## src/rtl/seq_detect_ctrl_pkg.sv

```systemverilog
// Shared definitions for the serial pattern detector: state encodings, pattern width,
// default pattern and the elaboration-time KMP next-state table builder.
package seq_detect_ctrl_pkg;

    localparam int PAT_W = 4;
    localparam logic [PAT_W-1:0] DEFAULT_PATTERN = 4'b1011;

    typedef enum logic [1:0] {
        S0 = 2'b00,
        S1 = 2'b01,
        S2 = 2'b10,
        S3 = 2'b11
    } state_t;

    // Entry {k, b} holds the next state from Sk on input bit b. A completed match falls
    // back to the longest proper border of the pattern, which the same search yields.
    function automatic logic [15:0] build_next_tbl(input logic [PAT_W-1:0] pat);
        logic [15:0] tbl;
        logic        seq [PAT_W];
        int          best;
        int          len;
        bit          ok;
        tbl = '0;
        for (int k = 0; k < PAT_W; k++) begin
            for (int b = 0; b < 2; b++) begin
                for (int i = 0; i < PAT_W; i++)
                    seq[i] = (i < k) ? pat[PAT_W-1-i] : 1'(b);
                len  = k + 1;
                best = 0;
                for (int j = 1; j < PAT_W; j++) begin
                    if (j <= len) begin
                        ok = 1'b1;
                        for (int m = 0; m < j; m++)
                            if (seq[len-j+m] != pat[PAT_W-1-m]) ok = 1'b0;
                        if (ok) best = j;
                    end
                end
                tbl[(2*k+b)*2 +: 2] = 2'(best);
            end
        end
        return tbl;
    endfunction

endpackage

```

## src/rtl/seq_out_gen.sv

```systemverilog
// Combinational Mealy output of the detector: a match is the final pattern bit
// arriving on a valid cycle while three bits are already matched.
module seq_out_gen #(
    parameter logic MATCH_BIT = 1'b1
) (
    input  logic q1,
    input  logic q0,
    input  logic x,
    input  logic en,
    output logic z
);

    assign z = en & q1 & q0 & (x == MATCH_BIT);

endmodule

```

## src/rtl/seq_detect_ctrl.sv

```systemverilog
// Sequencing controller for the overlapping 4-bit pattern detector: state register,
// table-driven next-state logic, saturating match counter and sticky saturation flag.
module seq_detect_ctrl
    import seq_detect_ctrl_pkg::*;
#(
    parameter logic [PAT_W-1:0] PATTERN = DEFAULT_PATTERN,
    parameter int               CNT_W   = 8
) (
    input  logic             clk,
    input  logic             rst,
    input  logic             en,
    input  logic             x,
    input  logic             clr,
    output logic             q1,
    output logic             q0,
    output logic             z,
    output logic             z_q,
    output logic [CNT_W-1:0] match_cnt,
    output logic             cnt_sat
);

    localparam logic [15:0] NEXT_TBL = build_next_tbl(PATTERN);

    state_t state;
    state_t state_nxt;
    logic   cnt_max;

    always_ff @(posedge clk or posedge rst) begin
        if (rst)      state <= S0;
        else if (clr) state <= S0;
        else          state <= state_nxt;
    end

    always_comb begin
        state_nxt = state;
        if (en) state_nxt = state_t'(NEXT_TBL[{state, x, 1'b0} +: 2]);
    end

    always_comb begin
        q1      = state[1];
        q0      = state[0];
        cnt_max = &match_cnt;
    end

    seq_out_gen #(
        .MATCH_BIT (PATTERN[0])
    ) u_out_gen (
        .q1 (q1),
        .q0 (q0),
        .x  (x),
        .en (en),
        .z  (z)
    );

    // clr wins over a same-cycle match: z still shows it but nothing is recorded.
    always_ff @(posedge clk or posedge rst) begin
        if (rst) begin
            z_q       <= 1'b0;
            match_cnt <= '0;
            cnt_sat   <= 1'b0;
        end else if (clr) begin
            z_q       <= 1'b0;
            match_cnt <= '0;
            cnt_sat   <= 1'b0;
        end else begin
            z_q <= z;
            if (z) begin
                if (cnt_max) cnt_sat   <= 1'b1;
                else         match_cnt <= match_cnt + CNT_W'(1);
            end
        end
    end

endmodule

```

## config.mk

```make
export PLATFORM = sky130hd
export DESIGN_NAME = seq_detect_ctrl
export DESIGN_NICKNAME = d
export VERILOG_FILES = /design/src/rtl/seq_detect_ctrl_pkg.sv /design/src/rtl/seq_out_gen.sv /design/src/rtl/seq_detect_ctrl.sv
export SDC_FILE = /design/constraint.sdc
export NUM_CORES = 1
export LEC_CHECK = 0
export BUFFER_PORTS_ARGS = -buffer_cell sky130_fd_sc_hd__buf_2
export CAP_MARGIN = 20
export CORE_UTILIZATION = 43
export CTS_CLUSTER_DIAMETER = 150
export DETAILED_ROUTE_END_ITERATION = 10
export GPL_TIMING_DRIVEN = 1
export PLACE_DENSITY = 0.71
export SLEW_MARGIN = 0
export SYNTH_ARGS = -nofsm -noshare
export SYNTH_HDL_FRONTEND = slang
export SYNTH_SLANG_ARGS = --single-unit
```

## constraint.sdc

```tcl
create_clock -name clk -period 1.4 [get_ports clk]
set_input_delay 0 -clock clk [delete_from_list [all_inputs] [get_ports clk]]
set_output_delay 0 -clock clk [all_outputs]
set_load 0.05 [all_outputs]
```

; ---- After elaboration in Yosys (flattened, before gate mapping)
; Index checks and enable logic that the tools add are counted.
[word_totals]
register_bits = 12
latchBits = 0
ram_bits = 0
mem_bits_ro = 0
in_bits = 5
output_inout_bits = 13
wordCells = 25
memories = 0
[classes]
add_sub_neg = 1
n_mul = 0
div_mod_pow = 0
n_lt_le_gt_ge = 0
n_eq_ne = 1
n_shift = 1
n_mux = 9
bitwise_logic = 3
n_reduce_logical = 6
[ops]
columns = cell, count
row1 = 8-bit 2-to-1 mux, 3
row2 = 16-bit by 5-bit variable part select with 2-bit output (first input constant), 1
row3 = 8-bit by 1-bit adder with 8-bit output (second input constant), 1
row4 = 8-bit AND reduction, 1
row5 = 2-bit nonzero test, 3
row6 = 1-bit 2-to-1 mux, 4
row7 = 2-bit 2-to-1 mux, 2
row8 = 2-bit AND reduction, 2
row9 = 1-bit bitwise AND, 3
row10 = 2-bit inequality test (second input constant), 1

; ---- Logic depth before layout (Yosys ltp)
[logic_depth]
word_depth = 5
ltp_mapped = 5
ltp_nobuf = 5

; ---- By module
; Synthesis repeated with hierarchy kept, for this count alone.
[unflattened]
hier_cells = 58
hier_area_um2 = 609.3
[modules_own_cells]
columns = mod, n_inst, cells_per_inst, area_per_inst_um2, seq_area_each_um2
row1 = seq_detect_ctrl, 1, 57, 600.6, 300.3
row2 = seq_out_gen, 1, 1, 8.8, 0.0

; ---- Least setup slack after synthesis
; OpenSTA, ideal clock, no wires.
[synth_timing]
kind = register to register
start = reg state[0]
end = reg match_cnt[5]
setup_time_ns = 0.078
arrival_ns = 1.664
required_time_ns = 1.322
path_slack_ns = -0.342
path_stages_with_launch = 6
path_buffers = 1
synth_period_minus_slack_ns = 1.742
cell_sequence = dfrtp_1 > and4_1 > buf_6 > o21ai_4 > or3_1 > a21oi_1
[synth_via]
elab_chain_len = 4
[synth_rtl]
columns = element, line
row1 = "start, declared", seq_detect_ctrl.sv:24  ; state_t state;
row2 = "start signal, assigned", seq_detect_ctrl.sv:31  ; else state <= state_nxt;
row3 = 1-bit bitwise AND (2 in series), seq_out_gen.sv:13  ; assign z = en & q1 & q0 & (x == MATCH_BIT);
row4 = named net z, seq_detect_ctrl.sv:16  ; output logic z,
row5 = 2-bit nonzero test (no line), n/a
row6 = 2-bit AND reduction (no line), n/a
row7 = "end signal, assigned", seq_detect_ctrl.sv:69  ; else match_cnt <= match_cnt + CNT_W'(1);
row8 = "end, declared", seq_detect_ctrl.sv:18  ; output logic [CNT_W-1:0] match_cnt,
; The timed path passes the listed nets, and every way through them passes these cells.
; A chain may end at the register's enable or synchronous reset.

; ---- Worst setup path in the final report
[layout_timing]
start = reg match_cnt[0]
end = reg match_cnt[5]
[layout_via]
elab_chain_len = 4
word_cells_on_any_way = 7
cone_classes = 1 x add/sub / 1 x eq/ne / 3 x mux / 2 x reduce/logical
[layout_rtl]
columns = element, line
row1 = 8-bit by 1-bit adder with 8-bit output, seq_detect_ctrl.sv:69
row2 = 8-bit 2-to-1 mux, seq_detect_ctrl.sv:68  ; if (cnt_max) cnt_sat <= 1'b1;
row3 = 8-bit 2-to-1 mux, seq_detect_ctrl.sv:67  ; if (z) begin
row4 = 8-bit 2-to-1 mux, seq_detect_ctrl.sv:61  ; end else if (clr) begin
; Several ways; a longest one is shown, not always the timed one. The select of a mux whose other input is x is not followed.

==> key figures <==
Run status
  – Status: finished clean

Floorplanning
  – Core Region: 1330 um^2
  – Row count: 13
  – Starting Density: 47.0%
  – Die Y: about 40 um
  – Chip Width: 40.2 um
  – Die area: 1610 um^2
  – IO Pins: 18

Setup path
  – Worst path buffer plus inverter count: 0
  – R2r worst-path depth: 5
  – Crit path max-delay family: flip-flops
  – Worst setup path start: match_cnt[0]
  – Worst-path fanout max: 5
  – Critical Path AT: between 1.5 and 2 ns
  – CP Cell Sequence: ha_4 > nand3_2 > o21ai_4 > or3_1 > a21oi_1
  – Crit path required time: ~1.6 ns
  – Critical path depth in cells: 5
  – Reg-to-reg startpoint: match_cnt[0]
  – Slowest CP cell: dfrtp_2
  – Startpoint types: flop
  – Setup crit end kind: flop
  – Max incr delay on CP: around 0.44 ns
  – CP Class: reg -> reg

Drt
  – Via-per-instance ratio: 5.30
  – Routed vias: between 500 and 600
  – Post-Route WL: 1300 um
  – TritonRoute pass-1 iters: 4
  – DRC Markers: 0
  – Avg WL per Cell: about 13 um
  – Routed Antenna Nets: 0
  – Iteration-0 DRC Markers: 9

Global route
  – Largest net degree at the start of global routing: 13
  – Initial antenna violation count: 0
  – Total GRT Usage: between 10% and 20%
  – Total congestion overflow: 0
  – First-pass GRT wire length: ~1900 um
  – Vias in the first global route: 426

Clock network
  – Clock Path Buffers: 2
  – Post-CTS Setup Repair Bufs: 0
  – CTS sink count: 12
  – H-tree depth: 1
  – Num CTS Buffers: 3
  – Clock transition at path regs: 0.07 ns
  – CTS tree: yes
  – CTS Root Cell: clkbuf_4
  – Skew-Pair Late Insertion Delay: 0.27 ns

Layout
  – Layout Utilization: between 60% and 70%
  – Finished Layout Cells: 98
  – Sequential Area: ~310 um^2
  – Count of antenna diodes in the layout: 0
  – Final net count: 91
  – Share of cells above drive strength 1: 41.0%
  – Area growth, synth to finish: 29.1%
  – Fill cell count: ~120
  – Multi-input logic area: 319 um^2

Placed design
  – Gp weighted congestion: 0.723
  – I/O Buffers: 17
  – Post-DP HPWL: slightly below 900 um
  – Post-Place Cells: 92

Min path
  – Hold path depth: 3
  – Hold crit path type: in -> reg
  – HP Start: x

Power and ir drop
  – Power per cell area: between 700 and 800 nW/um^2
  – Peak supply drop: 0.509 mV
  – Switching share of power: 23.0%
  – Logic pwr share: under 10%
  – Internal: about 0.47 mW
  – Total power: approximately 0.6 mW
  – Clk pwr share: about 36%
  – Leak Pwr: slightly above 0.4 nW
  – Sequential fraction of design power: 57.2%
  – Sw power: about 0.14 mW

Logic synthesis
  – Mapped Nets: 67
  – EDFF count, synth: 0
  – Post-synth ARST share: 100%
  – Ys Warns: 0
  – Synth top area cells: dfrtp_1 (48%), mux2i_1 (6.4%), nor2_1 (4.8%)
  – Post-synth top cells: dfrtp_1 (12), nor2_1 (8), a21oi_1 (4), inv_1 (4), mux2i_1 (4)
  – Synth top area share: a little under half
  – Seq/Total Area, Yosys: a little under half
  – Post-Syn Area: between 600 and 700 um^2
  – Mapped Cells: 60
  – Cell variety after synth: 26
  – Yosys reg bits: 12
  – Mapped Avg Cell Area: 10.4 um^2
  – Post-synth top flop: dfrtp_1
  – Cell taking the most area after synthesis: dfrtp_1
  – Count leader, synth: dfrtp_1

Timing
  – Fmax: between 700 and 800 MHz
  – Slew Limit Fails: 0
  – RSZ-0062 raised after global routing: no
  – Final setup violation count: 0
  – Final period utilization: 95.4%
  – Final Hold Violating Endpoints: 0
  – Slew Limit Headroom: a little over two thirds
  – Clock skew: 0.000203 ns
  – Post-Route Setup TNS: 0 ns
  – Worst Max-Slew Pin Slew: between 0.4 and 0.5 ns
  – Minimum clock period: approximately 1.3 ns

Flow run
  – Max Cap Viol: 0
worst register-to-register path, cell delays in order (launching register included):
cell and delay (ns):
dfrtp_2 0.44, ha_4 0.19, nand3_2 0.12, o21ai_4 0.08
or3_1 0.31, a21oi_1 0.12
logic make-up after synthesis:
logic type | synth area share, %
AOI/OAI and AO/OA | 12.4
and+or+nand+nor | 21.8
xor gates and xnor gates | 2.79
adders and majority gates | 3.99
DFF | 47.9
buffers and inverters | 4.79
muxes | 6.39
path summary, 6_finish.rpt:
| kind | to | slack [ns] |
|---|---|---|
| worst max-delay path | match_cnt[5] | 0.06 |
| worst min-delay path | state[0] | 0.03 |
| worst min register to register | state[1] | 0.51 |
| min in group asynchronous | cnt_sat | 0.27 |
| max in group asynchronous | match_cnt[1] | 0.80 |
| worst max register to register | match_cnt[5] | 0.06 |
layer usage:
layer	routed length, um	track usage (%)	part of all wire, %
met2	594	28.2	46
met4	0	5.00	0
met3	62	10.0	4.8
met1	638	22.5	49
met5	0	0	0
power by group through the flow:
stage,clock [mW],combinational (mW),sequential (mW)
after detailed placement,0,0.0396,0.358
after global routing,0.250,0.0487,0.352
after global placement,0,0.0386,0.358
after floorplan,0,0.0157,0.367
after CTS,0.227,0.0439,0.351
final,0.220,0.0435,0.352
registers in the layout, indices dropped and copies added, names as in the netlist:
name / count
cnt_sat: 1
match_cnt: 8
state: 2
z_q: 1
per-stage QoR:
stage / hold slack (ns) / worst slack (ns) / area [um^2]
after floorplan: -0.136 / -0.126 / 651
after global placement: 0.0258 / 0.0584 / 751
after detailed placement: 0.0306 / 0.0190 / 751
after CTS: 0.00887 / 0.00538 / 801
after global routing: 0.0513 / 0.00433 / 810
final: 0.0252 / 0.0645 / 810
layout make-up:
type	count	area share (%)
Clock buffer	4	3.25
Multi-Input combinational cell	42	39.4
Inverter	4	1.85
Sequential cell	12	38.0
Timing Repair Buffer	21	15.1
Tap cell	15	2.32
cell usage in the layout (no fill, tap or decap), drive strengths merged:
cell type,count
buf,19
dfrtp,12
nor2,8
a21oi,4
inv,4
mux2i,4
nand4,4
clkbuf,4
nand2,3
nor3,2
and2,2
dlygate4sd3,2
o21ai,2
ha,2
a311oi,1
and4,1
and3,1
nand3,1
xor2,1
nor2b,1
o2111a,1
o2111ai,1
xnor2,1
or3,1
a211oi,1
what timing repair did:
item,in CTS,in global routing
endpoints found under the setup margin,2,5
resized for setup,2,3
hold buffers,2,0
endpoints found under the hold margin,13,0
Power figures use the tool's default switching activity.
